File: config.mk
export PLATFORM = sky130hd
export DESIGN_NAME = mem_access_ctrl
export DESIGN_NICKNAME = d
export VERILOG_FILES = /design/src/rtl/mem_ctrl_pkg.sv /design/src/rtl/mem_timeout_cnt.sv /design/src/rtl/mem_access_ctrl.sv
export SDC_FILE = /design/constraint.sdc
export NUM_CORES = 1
export LEC_CHECK = 0
export CAP_MARGIN = 30
export CORE_ASPECT_RATIO = 1.75
export CORE_UTILIZATION = 40
export CTS_CLUSTER_DIAMETER = 60
export CTS_CLUSTER_SIZE = 25
export DETAILED_ROUTE_END_ITERATION = 6
export GPL_TIMING_DRIVEN = 1
export PLACE_DENSITY = 0.8
export SYNTH_ARGS = -nofsm -noshare
export SYNTH_HDL_FRONTEND = slang
export SYNTH_SLANG_ARGS = --single-unit
File: constraint.sdc
create_clock -name clk -period 7.4 [get_ports clk]
set_input_delay 1.85 -clock clk [delete_from_list [all_inputs] [get_ports clk]]
set_output_delay 1.85 -clock clk [all_outputs]
set_load 0.02 [all_outputs]
File: src/rtl/mem_ctrl_pkg.sv
// Shared types and constants for the EX/MEM data-memory access sequencer.
package mem_ctrl_pkg;

  typedef enum logic [1:0] {
    ST_IDLE   = 2'b00,
    ST_ACCESS = 2'b01,
    ST_DONE   = 2'b10,
    ST_FAULT  = 2'b11
  } state_e;

  localparam logic [1:0] FC_NONE        = 2'b00;
  localparam logic [1:0] FC_MISALIGN    = 2'b01;
  localparam logic [1:0] FC_TIMEOUT     = 2'b10;
  localparam logic [1:0] FC_RW_CONFLICT = 2'b11;

  localparam int REG_W = 2;
  localparam int MEM_W = 1;
  localparam int MEM_R = 0;

endpackage

File: src/rtl/mem_timeout_cnt.sv
// Saturating wait counter for an outstanding memory request; flags the last allowed cycle.
module mem_timeout_cnt #(
  parameter int TIMEOUT = 16
) (
  input  logic clk,
  input  logic rst,
  input  logic clr_i,
  input  logic en_i,
  output logic expired_o
);

  localparam int             CW   = $clog2(TIMEOUT + 1);
  localparam logic [CW-1:0]  LAST = CW'(TIMEOUT - 1);

  logic [CW-1:0] cnt_q, cnt_d;

  // NOTE: next-state gets its default first, so no path leaves it unassigned and no latch is inferred.
  always_comb begin
    cnt_d = cnt_q;
    if (clr_i) begin
      cnt_d = '0;
    end else if (en_i && (cnt_q != '1)) begin
      cnt_d = cnt_q + CW'(1);
    end
  end

  // NOTE: non-blocking assignments so every register samples pre-edge values.
  always_ff @(posedge clk or posedge rst) begin
    if (rst) begin
      cnt_q <= '0;
    end else begin
      cnt_q <= cnt_d;
    end
  end

  assign expired_o = (cnt_q == LAST);

endmodule

File: src/rtl/mem_access_ctrl.sv
// Sequences the EX/MEM data-memory access over a req/ack bus and stalls the pipeline meanwhile.
module mem_access_ctrl
  import mem_ctrl_pkg::*;
#(
  parameter int TIMEOUT = 16
) (
  input  logic        clk,
  input  logic        rst,
  input  logic [2:0]  contral_out_b2,
  input  logic [31:0] ALU_out_b,
  input  logic [31:0] RtData_b2,
  input  logic        dmem_ack,
  input  logic [31:0] dmem_rdata,
  output logic        dmem_req,
  output logic        dmem_we,
  output logic [31:0] dmem_addr,
  output logic [31:0] dmem_wdata,
  output logic        stall,
  output logic [31:0] MemData_b3,
  output logic        fault,
  output logic [1:0]  fault_code
);

  state_e      state_q, state_d;
  logic        req_q, req_d, we_q, we_d;
  logic [31:0] addr_q, addr_d, wdata_q, wdata_d, mdata_q, mdata_d;
  logic        fault_q, fault_d;
  logic [1:0]  code_q, code_d;
  logic        cnt_clr, cnt_en, expired;

  logic mem_r, mem_w, access, unused_reg_w;
  assign mem_r        = contral_out_b2[MEM_R];
  assign mem_w        = contral_out_b2[MEM_W];
  assign access       = mem_r | mem_w;
  assign unused_reg_w = contral_out_b2[REG_W];

  mem_timeout_cnt #(.TIMEOUT(TIMEOUT)) u_cnt (
    .clk       (clk),
    .rst       (rst),
    .clr_i     (cnt_clr),
    .en_i      (cnt_en),
    .expired_o (expired)
  );

  always_comb begin
    state_d = state_q;
    req_d   = req_q;
    we_d    = we_q;
    addr_d  = addr_q;
    wdata_d = wdata_q;
    mdata_d = mdata_q;
    fault_d = fault_q;
    code_d  = code_q;
    cnt_clr = 1'b0;
    cnt_en  = 1'b0;
    case (state_q)
      ST_IDLE: begin
        // Read/write conflict is checked before alignment so code 11 wins.
        if (access) begin
          if (mem_r && mem_w) begin
            state_d = ST_FAULT;
            fault_d = 1'b1;
            code_d  = FC_RW_CONFLICT;
          end else if (ALU_out_b[1:0] != 2'b00) begin
            state_d = ST_FAULT;
            fault_d = 1'b1;
            code_d  = FC_MISALIGN;
          end else begin
            state_d = ST_ACCESS;
            req_d   = 1'b1;
            we_d    = mem_w;
            addr_d  = {ALU_out_b[31:2], 2'b00};
            wdata_d = RtData_b2;
            cnt_clr = 1'b1;
          end
        end
      end
      ST_ACCESS: begin
        // An ack in the expiry cycle still completes normally.
        if (dmem_ack) begin
          state_d = ST_DONE;
          req_d   = 1'b0;
          if (!we_q) mdata_d = dmem_rdata;
        end else if (expired) begin
          state_d = ST_FAULT;
          req_d   = 1'b0;
          fault_d = 1'b1;
          code_d  = FC_TIMEOUT;
        end else begin
          cnt_en = 1'b1;
        end
      end
      ST_DONE:  state_d = ST_IDLE;
      ST_FAULT: state_d = ST_FAULT;
      default:  state_d = ST_IDLE;
    endcase
  end

  always_ff @(posedge clk or posedge rst) begin
    if (rst) begin
      state_q <= ST_IDLE;
      req_q   <= 1'b0;
      we_q    <= 1'b0;
      addr_q  <= '0;
      wdata_q <= '0;
      mdata_q <= '0;
      fault_q <= 1'b0;
      code_q  <= FC_NONE;
    end else begin
      state_q <= state_d;
      req_q   <= req_d;
      we_q    <= we_d;
      addr_q  <= addr_d;
      wdata_q <= wdata_d;
      mdata_q <= mdata_d;
      fault_q <= fault_d;
      code_q  <= code_d;
    end
  end

  // DONE deliberately releases the stall so EX/MEM and MEM/WB advance.
  assign stall = ((state_q == ST_IDLE) && access) ||
                 (state_q == ST_ACCESS) || (state_q == ST_FAULT);

  assign dmem_req   = req_q;
  assign dmem_we    = we_q;
  assign dmem_addr  = addr_q;
  assign dmem_wdata = wdata_q;
  assign MemData_b3 = mdata_q;
  assign fault      = fault_q;
  assign fault_code = code_q;

endmodule

==> flow_summary.yaml <==
worst_setup_path:
  worst_setup_path_start_kind: "input port"
  worst_path_top_cell_family_by_delay: "buffers and inverters"
  crit_path_max_incr_delay_ns: 0.63
  r2r_cells: 7
  crit_path_end_kind: "output port"
  critical_path_required_ns: 5.55
  crit_chain: "clkdlybuf4s50_1, nor2_1, o21bai_1, clkdlybuf4s50_1"
  timing.rr.start: "u_cnt.cnt_q[0]"
  arrival_ns: 3.32
  path_buf_inv: 2
  setup.reg_to_reg.worst_slack_ns: 5.14
  timing.rr.end: "u_cnt.cnt_q[4]"
  cpMostUsedCell: "clkdlybuf4s50_1"
  critical_path_peak_fanout: 6
  crit_slowest_cell: "clkdlybuf4s50_1"
  critical_path_class: "input port to output port"
timing:
  timing.final.crit_period_ns: 5.168
  layout_skew_ns: 0.008051
  maxClockFrequency_mhz: 193.5
  fin_tns_setup_ns: 0
  max_slew.worst_pin.slew_ns: 0.8676
  finalSetupViolations: 0
  slew_violations: 0
  period_share: 0.6984
  relative_slew_slack: 0.4216
  rsz0062_at_grt: "false"
  final_critical_path_setup_slack_ns: 2.232
  timing.final.hold_violations: 0
clocking:
  postCtsHoldBufs: 0
  cts_repair_resize_count: 0
  tritoncts_num_sinks: 106
  clockBufferDepth: 2
  clock_tree.htree_level_count: 3
  insertion_delay_ns: 0.33
  postCtsSetupBuffers: 0
  clk_pin_slew_worst_paths_ns: 0.07
  cts_tree: "done"
  cts-root-buf: "clkbuf_16"
  numCtsBuffers: 9
placement:
  finalWeightedCongestion: 0.7712
  placement.setup.worst_slack_ns: 2.234
  dpl.hpwl_um: 8002
  portBuffers: 200
grt:
  grt_util_all_layers: 0.2043
  grt_antenna_before_repair: 0
  grt_pass1_vias: 3367
  grt-ovfl-total: 0
  pin_count_of_the_biggest_net_entering_global_routing: 70
  grt_first_pass_wirelength_um: 16770
detailed_routing:
  wire_per_inst_um: 14.88
  finalWirelength_um: 10760
  route.vias.total: 3369
  vias_per_cell: 4.660
  drtAntennaViolNets: 0
  drt-initial-drc-count: 103
  remaining_drc_errors: 0
  detailedRoute.firstPassIterationCount: 4
synthesis:
  post_synth_inst_count: 396
  synth.cells.most_frequent: "nand2_1, dfrtp_1, mux2_2"
  synth_seq_area_share: 0.6401
  synth_flop_cell: "dfrtp_1"
  top_area_cell_type_share_of_the_netlist_area: 0.6401
  syn_area_sq_mm: 0.004144
  post-synth-top-count-cell: "nand2_1"
  synth.area.top_cells: "dfrtp_1, nand2_1, mux2_2, buf_2, ha_1"
  synth-seq-cells: 106
  number_of_enable_type_register_cells_in_the_synthesized_netlist: 0
  yosys_top_cell_by_area: "dfrtp_1"
  synth.avg_cell_area_sq_um: 10.46
  postSynth.asyncResetShare: 1.000
  ys.warnings.count: 0
  post_synth_num_cell_types: 36
hold_path:
  hp-start: "dmem_wdata[25]"
  hold_path_class: "flop to flop"
  holdPathEnd: "dmem_wdata[25]"
  min_delay_path_depth: 2
floorplanning:
  num_io_pins: 204
  placement_rows: 48
  fp.dieH_um: 136.6
  core_sq_mm: 0.009970
  initial_core_util: 0.4157
  die-area_sq_mm: 0.01079
  die_x_um: 78.94
layout:
  num_antenna_cells: 0
  postLayoutCoreUtil: 0.6583
  layout-area-overhead-vs-synth_pct: 58.36
  nNetsFinal: 698
  final_layout_size_suffix_gt1_frac: 0.1003
job:
  max-cap-violations: 0
run_status:
  outcome: "complete, no violations"
pwr:
  power_density_over_the_cells_mw_per_mm2: 392.2
  vdd_drop_max_mv: 0.2153
  static-leakage-power_nw: 3.072
power breakdown:
group          total, mW  internal (mW)  leakage [nW]  switching (mW)
registers          0.958          0.821          1.32           0.137
logic               1.15          0.590          1.60           0.558
clock network      0.468          0.264         0.147           0.204
total               2.57           1.67          3.07           0.899
through the flow:
step	cells	area, sq um	hold WS [ns]	power (mW)
after global placement	706	6247	0.4507	2.081
after floorplan	397	4148	0.4595	1.518
after detailed placement	707	6267	0.4612	2.130
final	723	6563	0.4738	2.574
after global routing	723	6563	0.4857	2.727
after CTS	723	6563	0.4794	2.608
area by class of cell:
class	count	area, sq um
clock inverters	6	66.31
clock buffers	10	229.0
repair buffers	204	2044
fillers	801	3407
multi-input cells	268	1396
inverters	4	17.52
well taps	125	156.4
flip-flops and latches	106	2653
metal layers:
layer	global-route usage	vias to the layer above	routed length, um	part of all wire
met1	0.2338	1569	4039	0.38
met2	0.3585	150	5627	0.52
li1	-	1630	-	-
met3	0.05733	20	801	0.074
met4	0.07778	0	291	0.027
met5	0	-	0	0
cell families after synthesis:
logic type                 Yosys count  synth area share
AOI/OAI and AO/OA                   10           0.01631
buffers and inverters               23           0.02536
DFF                                106            0.6401
xor gates and xnor gates             3          0.006342
and+or+nand+nor                    215            0.2065
other                                1         0.0009049
muxes                               35           0.09541
adders and majority gates            3          0.009059
worst max path at each step:
stage / end / startpoint / cells past startpoint / slack [ns]
2_1_floorplan: MemData_b3[0] / rst / 1 / 2.76
3_3_place_gp: stall / contral_out_b2[1] / 4 / 2.25
3_5_place_dp: stall / contral_out_b2[1] / 4 / 2.23
4_1_cts: stall / contral_out_b2[1] / 4 / 2.22
5_1_grt: stall / contral_out_b2[1] / 4 / 2.15
6_report: stall / contral_out_b2[1] / 4 / 2.23
worst min-delay path, delay by kind of cell (launching register included):
family | cells | cell delay, ns
DFF | 1 | 0.34
and+or+nand+nor | 2 | 0.10
cell usage in the layout, fill, tap and decap left out, types with 2 or more instances in the layout:
cell type	instances
a21oi_1	2
and2_1	2
buf_4	3
clkbuf_16	9
clkdlybuf4s50_1	200
clkinv_2	2
clkinv_4	2
conb_1	2
dfrtp_1	106
ha_1	3
inv_1	3
mux2_2	31
mux2i_1	2
nand2_1	193
nand2_2	2
nor2_1	4
nor2_2	2
nor3_1	2
o21ai_0	2
xnor2_1	2
flip-flops by register name, summed over array words and instances (netlist names):
register,cells
MemData_b3,32
dmem_addr,30
state_q,2
fault,1
dmem_req,1
dmem_wdata,32
u_cnt.cnt_q,5
fault_code,2
dmem_we,1
Note: power is estimated with default switching activity, not from simulation.
